===== src/rtl/inorder_alloc_issue_ctrl.sv =====
// inorder_alloc_issue_ctrl: in-order allocate/issue pointer, count and busy tracking
// for one reservation-station bank; up to REQ_MAX allocations and one issue per cycle.
module inorder_alloc_issue_ctrl #(
  parameter int ENT_SEL = 3,
  parameter int ENT_NUM = 8,
  parameter int REQ_MAX = 2,
  parameter int REQ_W   = 2
) (
  input  logic               clk_i,
  input  logic               reset_i,
  input  logic [REQ_W-1:0]   req_num_i,
  input  logic               dp_stall_i,
  input  logic               dp_kill_i,
  input  logic [ENT_NUM-1:0] ready_vector_i,
  input  logic               issue_ack_i,
  output logic [ENT_SEL-1:0] alloc_ptr_o,
  output logic               allocatable_o,
  output logic [ENT_SEL-1:0] issue_ptr_o,
  output logic               issue_valid_o,
  output logic [ENT_NUM-1:0] busy_vector_o,
  output logic [ENT_SEL:0]   count_o,
  output logic               full_o,
  output logic               empty_o
);
  localparam int CW = ENT_SEL + 1;
  logic [ENT_SEL-1:0] r_head, r_tail;
  logic [CW-1:0]      r_count;
  logic [ENT_NUM-1:0] r_busy, w_set, w_clr;
  logic [31:0]        w_req, w_free;
  logic               w_alloc_fire, w_issue_fire;
  // Capacity uses the pre-issue count so issue_ack_i never reaches allocatable_o.
  assign w_req         = 32'(req_num_i);
  assign w_free        = 32'(ENT_NUM) - 32'(r_count);
  assign allocatable_o = reset_i && (w_req <= 32'(REQ_MAX)) && (w_free >= w_req);
  assign empty_o       = r_count == '0;
  assign full_o        = r_count == CW'(ENT_NUM);
  assign issue_valid_o = !empty_o && ready_vector_i[r_head];
  assign w_alloc_fire  = allocatable_o && !dp_stall_i && !dp_kill_i && (w_req != 0);
  assign w_issue_fire  = issue_valid_o && issue_ack_i && !dp_kill_i;
  assign w_clr         = w_issue_fire ? (ENT_NUM'(1) << r_head) : '0;
  assign alloc_ptr_o   = r_tail;
  assign issue_ptr_o   = r_head;
  assign busy_vector_o = r_busy;
  assign count_o       = r_count;
  always_comb begin
    w_set = '0;
    for (int k = 0; k < REQ_MAX; k++)
      if (w_alloc_fire && (32'(k) < w_req)) w_set[r_tail + ENT_SEL'(k)] = 1'b1;
  end
  always_ff @(posedge clk_i or negedge reset_i) begin
    if (!reset_i) begin
      r_head  <= '0;
      r_tail  <= '0;
      r_count <= '0;
      r_busy  <= '0;
    end else if (dp_kill_i) begin
      r_head  <= '0;
      r_tail  <= '0;
      r_count <= '0;
      r_busy  <= '0;
    end else begin
      r_head  <= r_head + ENT_SEL'(w_issue_fire);
      r_tail  <= w_alloc_fire ? r_tail + ENT_SEL'(req_num_i) : r_tail;
      r_count <= r_count + (w_alloc_fire ? CW'(req_num_i) : CW'(0)) - CW'(w_issue_fire);
      r_busy  <= (r_busy | w_set) & ~w_clr;
    end
  end
endmodule

===== config.mk =====
export PLATFORM = sky130hd
export DESIGN_NAME = inorder_alloc_issue_ctrl
export DESIGN_NICKNAME = d
export VERILOG_FILES = /design/src/rtl/inorder_alloc_issue_ctrl.sv
export SDC_FILE = /design/constraint.sdc
export NUM_CORES = 1
export LEC_CHECK = 0
export ABC_CLOCK_PERIOD_IN_PS = 8200
export CAP_MARGIN = 15
export CORE_UTILIZATION = 35
export CTS_BUF_LIST = sky130_fd_sc_hd__clkbuf_4
export DETAILED_ROUTE_END_ITERATION = 8
export MAX_ROUTING_LAYER = met4
export PLACE_DENSITY = 0.69
export SYNTH_ARGS = -nofsm -noshare
export SYNTH_HDL_FRONTEND = slang
export SYNTH_SLANG_ARGS = --single-unit

===== constraint.sdc =====
create_clock -name clk_i -period 8.2 [get_ports clk_i]
set_input_delay 1.23 -clock clk_i [delete_from_list [all_inputs] [get_ports clk_i]]
set_output_delay 1.23 -clock clk_i [all_outputs]
set_load 0.02 [all_outputs]

==> results.yml, run 1 <==
critical_path:
  r2r_setup_slack_ns: 4.96
  cp_data_required_time_ns: 6.97
  cp_max_fo: 6
  path_cells: "clkdlybuf4s50_1, ha_1, nand2b_1, a2111oi_4, nand2_1, and3_1, clkdlybuf4s50_1"
  crit_type: "primary input to primary output"
  crit_path_start_kind: "primary input"
  cpPeakStageDelay_ns: 0.57
  cp_common_cell: "clkdlybuf4s50_1"
  cp_slowest_cell: "clkdlybuf4s50_1"
  crit_path_end_kind: "primary output"
  cp.arrival_ns: 3.67
clocking:
  cts_tree: "built"
  clkTransAtPathRegs_ns: 0.11
  cts_buffers: 3
  ctsHoldBuffers: 0
  cts_setup_buffers: 0
  cts-root-buf: "clkbuf_4"
  htree_levels: 1
  clock_path_buffers: 2
  cts_resized: 0
  cts.sinks: 18
  clkLatencyLatePin_ns: 0.30
synth:
  synth_cell_types: 38
  synthTopCellsByArea: "dfrtp_1 32%, ha_1 13%, a221oi_1 4.4%"
  synth_ff_type: "dfrtp_1"
  yosysTopAreaCell: "dfrtp_1"
  yosysWarnings: 0
  syn_nets: 179
  ys_ff_latch: 18
  ys_seq_area_share_pct: 32.3
  avgSynthCellArea_um2: 9.43
  synthArstFlopShare_pct: 100
  synthesis.area_um2: 1400
  synth_edf_count: 0
  netlist_instances: 148
  synth_top_area_share_pct: 32.3
placed_design:
  portBuffers: 36
  hpwlAfterDp_mm: 2.69
  place.gp.congestion: 0.889
  dpl_cell_area_um2: 1780
floorplanning:
  die-height_um: 65.2
  io_pins: 37
  die_x_um: 65.2
  die_area_um2: 4250
  coreArea_um2: 3740
  rows: 22
  initial_core_util_pct: 37.3
cells_and_area:
  final_cell_mix: "36 x clkdlybuf4s50_1, 18 x dfrtp_1, 14 x ha_1"
  diodes: 0
  multi_input_area_um2: 868
  fin_area_um2: 1810
  final_common_cell: "clkdlybuf4s50_1"
  nFillCells: 376
  syn_to_final_growth_pct: 29.7
  nets: 214
  register_area_um2: 450
  drive_gt1_share_pct: 5.49
power:
  vdd_drop_max_uv: 68.6
  power_mw: 0.330
  leakage_nw: 0.752
  power.density_nw_per_um2: 182
global_routing:
  grt_max_degree: 21
  grt_pass1_wl_mm: 5.95
  gr-total-overflow: 0
  first_global_vias: 1236
  grt_use_total_pct: 18.9
  antenna_found_initial: 0
route:
  drt-initial-drc-count: 120
  via_count: 1263
  via_per_inst: 5.49
  drc: 0
  firstDrtPassIters: 5
  antenna_left: 0
  wl_per_cell_um: 15.3
  finalWirelength_mm: 3.52
timing:
  fin_setup_tns_ns: 0
  timing.final.crit_share_pct: 59.8
  slew_viol_final: 0
  clock.fmax_ghz: 0.204
  skew_ns: 0.00117
  worst_slew_pin_slew_ns: 0.885
  hold_violations: 0
  setup_viol: 0
  min_period_ns: 4.90
  rsz0062_at_grt: "false"
  max-slew-margin-rel_pct: 40.8
run_status:
  status: "finished clean"
flow_run:
  drv_cap: 0
worst_hold_path:
  hold_path.class: "flop to flop"
[sequential cells by signal (all words and copies together) (netlist names)]
name,count
busy_vector_o,8
alloc_ptr_o,3
issue_ptr_o,3
count_o,4
[cell families (layout without fill, tap and decap cells)]
family / count (synthesis) / count (layout) / share of synthesized area, %
fa+ha+maj: 16 / 16 / 15.4
mux: 4 / 4 / 3.05
xor+xnor: 4 / 4 / 2.51
compound gates: 29 / 29 / 16.9
simple gates: 59 / 59 / 24.3
flops: 18 / 18 / 32.3
buf+inv: 18 / 52 / 5.56
[through the flow]
stage / std cells / setup WS [ns] / util, % / hold WS (ns)
after floorplan: 148 / 4.44 / - / 0.690
after global placement: 226 / 3.38 / 47.7 / 0.618
after CTS: 230 / 3.30 / 48.4 / 0.628
after global routing: 230 / 3.17 / 48.4 / 0.694
after detailed placement: 226 / 3.31 / 47.7 / 0.613
final: 230 / 3.30 / 48.4 / 0.632
[routing by layer]
layer | vias to the layer above | GRT usage [%] | wire length, µm
met5 | - | - | 0
met4 | 0 | 7.34 | 80
met3 | 9 | 2.78 | 162
met2 | 43 | 31.4 | 1740
met1 | 613 | 23.1 | 1530
li1 | 598 | - | -
[cell type report]
type | instances | share of cell area, %
Tap cell | 48 | 3.32
Clock inverter | 1 | 0.207
Multi-Input combinational cell | 112 | 48.0
Timing Repair Buffer | 36 | 19.9
Sequential cell | 18 | 24.9
Inverter | 12 | 2.49
Clock buffer | 3 | 1.24
[power breakdown]
group,internal (mW),switching (mW)
combinational,0.0816,0.0906
sequential,0.0955,0.0148
clock,0.0177,0.0301
total,0.195,0.136
[cell usage after synthesis (2+ instances only)]
library cell,number
nand3_1,4
a31oi_1,4
dfrtp_1,18
xnor2_1,4
o21ai_0,4
nand2_1,10
fa_1,2
mux2i_1,2
a221oi_1,7
nor3b_1,2
nor2b_1,8
nand3b_1,2
nand4b_1,2
nor2_1,13
mux2_2,2
clkbuf_1,3
buf_2,2
and2_1,2
inv_1,12
a21oi_1,6
ha_1,14
nor3_1,3
nand2b_1,7
[worst max-delay path, delay by kind of cell]
family | cells | cell delay (ns)
adders and majority gates | 1 | 0.26
and+or+nand+nor | 3 | 0.59
AOI/OAI and AO/OA | 1 | 0.47
buffers and inverters | 2 | 1.10
[worst paths after layout]
| check | start | to | cells after the start |
|---|---|---|---|
| setup reg to reg | count_o[0] | count_o[3] | 13 |
| max in group asynchronous | reset_i | issue_ptr_o[0] | 1 |
| min in group asynchronous | reset_i | alloc_ptr_o[0] | 1 |
| hold reg to reg | busy_vector_o[0] | busy_vector_o[0] | 2 |
| setup / recovery | req_num_i[0] | allocatable_o | 7 |
| hold / removal | busy_vector_o[0] | busy_vector_o[0] | 2 |
(Power assumes the default switching activity.)
==> inputs of run 2 (changes only) <==
ABC_CLOCK_PERIOD_IN_PS = 5000   (was 8200)
clock period = 5 ns   (was 8.2 ns; I/O delays follow)
==> run 2 against run 1 <==
First-iteration DRC count decreased by 44%. Routed wire length grew 0.34%. Clock power increased by 65%. Highest routed layer unchanged. Cell count up 0.87%. Clock skew about the same. Via count shrank 2.6%. Worst hold slack better by 0.016 ns.
==> results.yml, run 2 (same netlist as run 1, synthesis figures left out) <==
critical_path:
  r2r-start: "count_o[0]"
  cp_top_family: "buffers and inverters"
  cp_max_fo: 6
  crit_path_start_kind: "primary input"
  cp_slowest_cell: "clkdlybuf4s50_1"
  cp_data_required_time_ns: 4.25
  crit_path_end_kind: "primary output"
  crit_buf_inv: 2
  cp_common_cell: "clkdlybuf4s50_1"
  crit_type: "primary input to primary output"
  path_cells: "clkdlybuf4s50_1, ha_1, nand2b_1, a2111oi_4, nand2_1, and3_1, clkdlybuf4s50_1"
  cp.arrival_ns: 3.23
  cpPeakStageDelay_ns: 0.57
  setup.worst_path.start: "req_num_i[0]"
route:
  firstDrtPassIters: 4
  wl_per_cell_um: 15.2
  drc: 0
  drt-initial-drc-count: 67
  antenna_left: 0
  via_count: 1230
  via_per_inst: 5.30
  finalWirelength_mm: 3.53
global_routing:
  grt_max_degree: 21
  grt_pass1_wl_mm: 5.95
  antenna_found_initial: 0
  grt_use_total_pct: 19.0
  first_global_vias: 1210
  gr-total-overflow: 0
clocking:
  clkLatencyLatePin_ns: 0.31
  cts_tree: "built"
  htree_levels: 1
  cts-root-buf: "clkbuf_4"
  cts_buffers: 3
  cts.sinks: 18
  clock_path_buffers: 2
  clkTransAtPathRegs_ns: 0.11
  cts_setup_buffers: 0
  ctsHoldBuffers: 0
  cts_resized: 0
cells_and_area:
  diodes: 0
  multi_input_area_um2: 868
  nets: 216
  nFillCells: 365
  final_cell_mix: "36 x clkdlybuf4s50_1, 18 x dfrtp_1, 14 x ha_1"
  drive_gt1_share_pct: 6.52
  largest_reg_flops: 8
  syn_to_final_growth_pct: 30.7
  fin_cells: 232
  fin_area_um2: 1830
  post-route-util_pct: 48.8
  final_common_cell: "clkdlybuf4s50_1"
  register_area_um2: 450
timing:
  max-slew-margin-rel_pct: 68.6
  fin_setup_tns_ns: 0
  clock.fmax_ghz: 0.251
  min_period_ns: 3.98
  worst_slew_pin_slew_ns: 0.467
  rsz0062_at_grt: "false"
  setup_slack_ns: 1.02
  skew_ns: 0.00118
  setup_viol: 0
  timing.final.crit_share_pct: 79.5
  hold_violations: 0
  slew_viol_final: 0
worst_hold_path:
  min_from: "busy_vector_o[5]"
  hold_path.class: "flop to flop"
floorplanning:
  io_pins: 37
  rows: 22
  die_area_um2: 4250
  initial_core_util_pct: 37.3
  die-height_um: 65.2
  die_x_um: 65.2
  coreArea_um2: 3740
power:
  vdd_drop_max_uv: 132
  power.density_nw_per_um2: 298
  leakage_nw: 0.762
flow_run:
  drv_cap: 0
placed_design:
  dpl_cell_area_um2: 1800
  dpl.cell_count: 228
  place.gp.congestion: 0.894
  portBuffers: 36
  hpwlAfterDp_mm: 2.67
  post-place-ws_ns: 1.06
run_status:
  status: "finished clean"
-- run 2: cell count changes in the layout (fill, tap and decap cells not counted) --
cell,delta
buf_4,+2
-- run 2: layout make-up --
type | instances | share of cell area [%]
clock buffer | 3 | 1.23
clock inverter | 1 | 0.206
inverter | 12 | 2.47
multi-input combinational | 112 | 47.6
sequential | 18 | 24.7
tap | 48 | 3.29
timing repair buffer | 38 | 20.6
-- run 2: tightest hold or removal path, delay by kind of cell, from the launching register on --
family / cells / cell delay (ns)
AOI/OAI and AO/OA: 2 / 0.21
DFF: 1 / 0.40
-- run 2: routing by layer --
layer | up-vias | global-route usage [%] | wire [µm]
met5 | - | - | 0
met4 | 0 | 6.52 | 52
met3 | 7 | 2.60 | 148
met2 | 34 | 30.4 | 1770
met1 | 588 | 24.6 | 1560
li1 | 601 | - | -
-- run 2: final timing paths --
kind | to | slack, ns | depth (start not counted)
hold / removal | busy_vector_o[5] | 0.65 | 2
max in group asynchronous | issue_ptr_o[0] | 4.03 | 2
setup / recovery | allocatable_o | 1.02 | 7
hold reg to reg | busy_vector_o[5] | 0.65 | 2
setup reg to reg | count_o[3] | 1.77 | 13
min in group asynchronous | alloc_ptr_o[0] | 0.77 | 2
-- run 2: stage by stage --
stage          power [mW]  hold slack (ns)
2_1_floorplan       0.366            0.454
3_3_place_gp        0.458            0.618
3_5_place_dp        0.468            0.624
4_1_cts             0.547            0.651
5_1_grt             0.583            0.674
6_report            0.544            0.648
-- run 2: power by group --
| part | switching, mW | internal, mW |
|---|---|---|
| Sequential | 0.0244 | 0.157 |
| Clock | 0.0497 | 0.0292 |
| Combinational | 0.149 | 0.135 |
==> inputs of run 3 (changes only) <==
ABC_CLOCK_PERIOD_IN_PS = 3500   (was 5000)
PLACE_DENSITY = 0.71   (was 0.69)
clock period = 3.5 ns   (was 5 ns; I/O delays follow)
==> run 3 against run 2 <==
First-iteration DRC count up 33%. Count of clock-buffer cells in the layout unchanged. Register-to-register slack worse by 1.3 ns. Via count up 1.5%. Largest cell class unchanged. Highest routed layer unchanged. Setup slack lost 0.84 ns. Non-clock buffer count grew 5. Cell count is 2.2% higher. Clock skew increased by 0.0013 ns. Die area unchanged.
==> results.yml, run 3 (same netlist as run 1, synthesis figures left out) <==
run_status:
  status: "finished clean"
critical_path:
  r2r_setup_slack_ns: 0.48
  cp_data_required_time_ns: 2.97
  crit_type: "flop to primary output"
  cp_slowest_cell: "clkdlybuf4s50_1"
  cp_max_fo: 5
  reg2reg_to: "count_o[3]"
  crit_path_end_kind: "primary output"
  cpPeakStageDelay_ns: 0.53
  r2r_cells: 13
  cp_common_cell: "ha_1"
  path_cells: "inv_1, ha_1, ha_1, a2111oi_4, nand2_1, and3_1, clkdlybuf4s50_1"
  cp.arrival_ns: 2.79
  r2r-start: "count_o[0]"
  crit_path_start_kind: "flop"
clocking:
  cts_setup_buffers: 0
  clock_path_buffers: 2
  cts_buffers: 3
  cts.sinks: 18
  htree_levels: 1
  clkTransAtPathRegs_ns: 0.10
  cts-root-buf: "clkbuf_4"
  ctsHoldBuffers: 0
  cts_resized: 0
  clkLatencyLatePin_ns: 0.29
  cts_tree: "built"
global_routing:
  antenna_found_initial: 0
  grt_max_degree: 20
  first_global_vias: 1256
  top_usage_layer: "met2"
  met2_usage_pct: 27.8
  use_met3_pct: 3.65
  grt_use_total_pct: 18.0
  grt_use_met1_pct: 23.5
  grt_pass1_wl_mm: 5.78
  gr-total-overflow: 0
floorplanning:
  die-height_um: 65.2
  io_pins: 37
  die_x_um: 65.2
  initial_core_util_pct: 37.3
  rows: 22
  coreArea_um2: 3740
  die_area_um2: 4250
route:
  via_count: 1248
  drc: 0
  wl_per_cell_um: 13.9
  drt-initial-drc-count: 89
  firstDrtPassIters: 4
  finalWirelength_mm: 3.31
  via_per_inst: 5.27
  antenna_left: 0
worst_hold_path:
  hold_path.class: "primary input to async pin"
power:
  leakage_nw: 0.787
  power.density_nw_per_um2: 421
  vdd_drop_max_uv: 280
timing:
  fin_setup_tns_ns: 0
  rsz0062_at_grt: "false"
  skew_ns: 0.00251
  hold_violations: 0
  worst_slew_pin_slew_ns: 0.501
  timing.final.crit_share_pct: 94.7
  max-slew-margin-rel_pct: 66.3
  slew_viol_final: 0
  min_period_ns: 3.31
  setup_viol: 0
  clock.fmax_ghz: 0.302
cells_and_area:
  largest_reg_flops: 8
  nets: 221
  fin_area_um2: 1860
  drive_gt1_share_pct: 8.99
  final_cell_mix: "36 x clkdlybuf4s50_1, 18 x dfrtp_1, 14 x ha_1"
  final_common_cell: "clkdlybuf4s50_1"
  syn_to_final_growth_pct: 33.4
  diodes: 0
flow_run:
  drv_cap: 0
placed_design:
  place.gp.congestion: 0.876
  hpwlAfterDp_mm: 2.54
  dpl_cell_area_um2: 1840
  portBuffers: 36
run 3: cell types whose count changed in the layout (fill, tap and decap cells not counted), sizes merged:
cell	before	now
buf	2	7
run 3: per-layer routing:
metal  up-vias  routed length [µm]
met1       604                1500
met3         2                 137
li1        612                   -
met2        30                1650
met5         -                   0
met4         0                  18
run 3: worst max-delay path by stage:
| stage | start | endpoint | depth (start not counted) |
|---|---|---|---|
| after floorplan | count_o[0] | count_o[3] | 14 |
| after global placement | req_num_i[0] | count_o[3] | 13 |
| after detailed placement | req_num_i[0] | count_o[3] | 13 |
| after CTS | count_o[0] | allocatable_o | 7 |
| after global routing | count_o[0] | allocatable_o | 7 |
| final | count_o[0] | allocatable_o | 7 |
run 3: where the power goes:
part	internal [mW]	switching, mW
clock	0.0415	0.0660
combinational	0.203	0.215
sequential	0.224	0.0347
run 3: final cells by class:
| cell class | instances | area, µm² |
|---|---|---|
| clock buffer | 3 | 22.5 |
| clock inverter | 1 | 3.75 |
| fill | 373 | 1880 |
| inverter | 12 | 45.0 |
| multi-input combinational | 112 | 868 |
| sequential | 18 | 450 |
| tap | 48 | 60.1 |
| timing repair buffer | 43 | 413 |
run 3: worst max-delay path, delay by kind of cell (launching register included):
family | cells | cell delay, ns
AO/OA/AOI/OAI | 1 | 0.43
adder cells (fa/ha/maj) | 2 | 0.63
buffers and inverters | 2 | 0.64
flip-flops | 1 | 0.49
AND/OR/NAND/NOR | 2 | 0.31
run 3: per-stage QoR:
step                hold slack [ns]  std cells  setup slack (ns)  power (mW)  utilization (%)
global placement              0.610        233             0.304       0.670             49.1
global route                  0.606        237            0.0351       0.846             49.8
detailed placement            0.618        233             0.210       0.681             49.1
floorplan                     0.229        148             0.425       0.523                -
CTS                           0.591        237             0.168       0.791             49.8
finish                        0.584        237             0.186       0.784             49.8
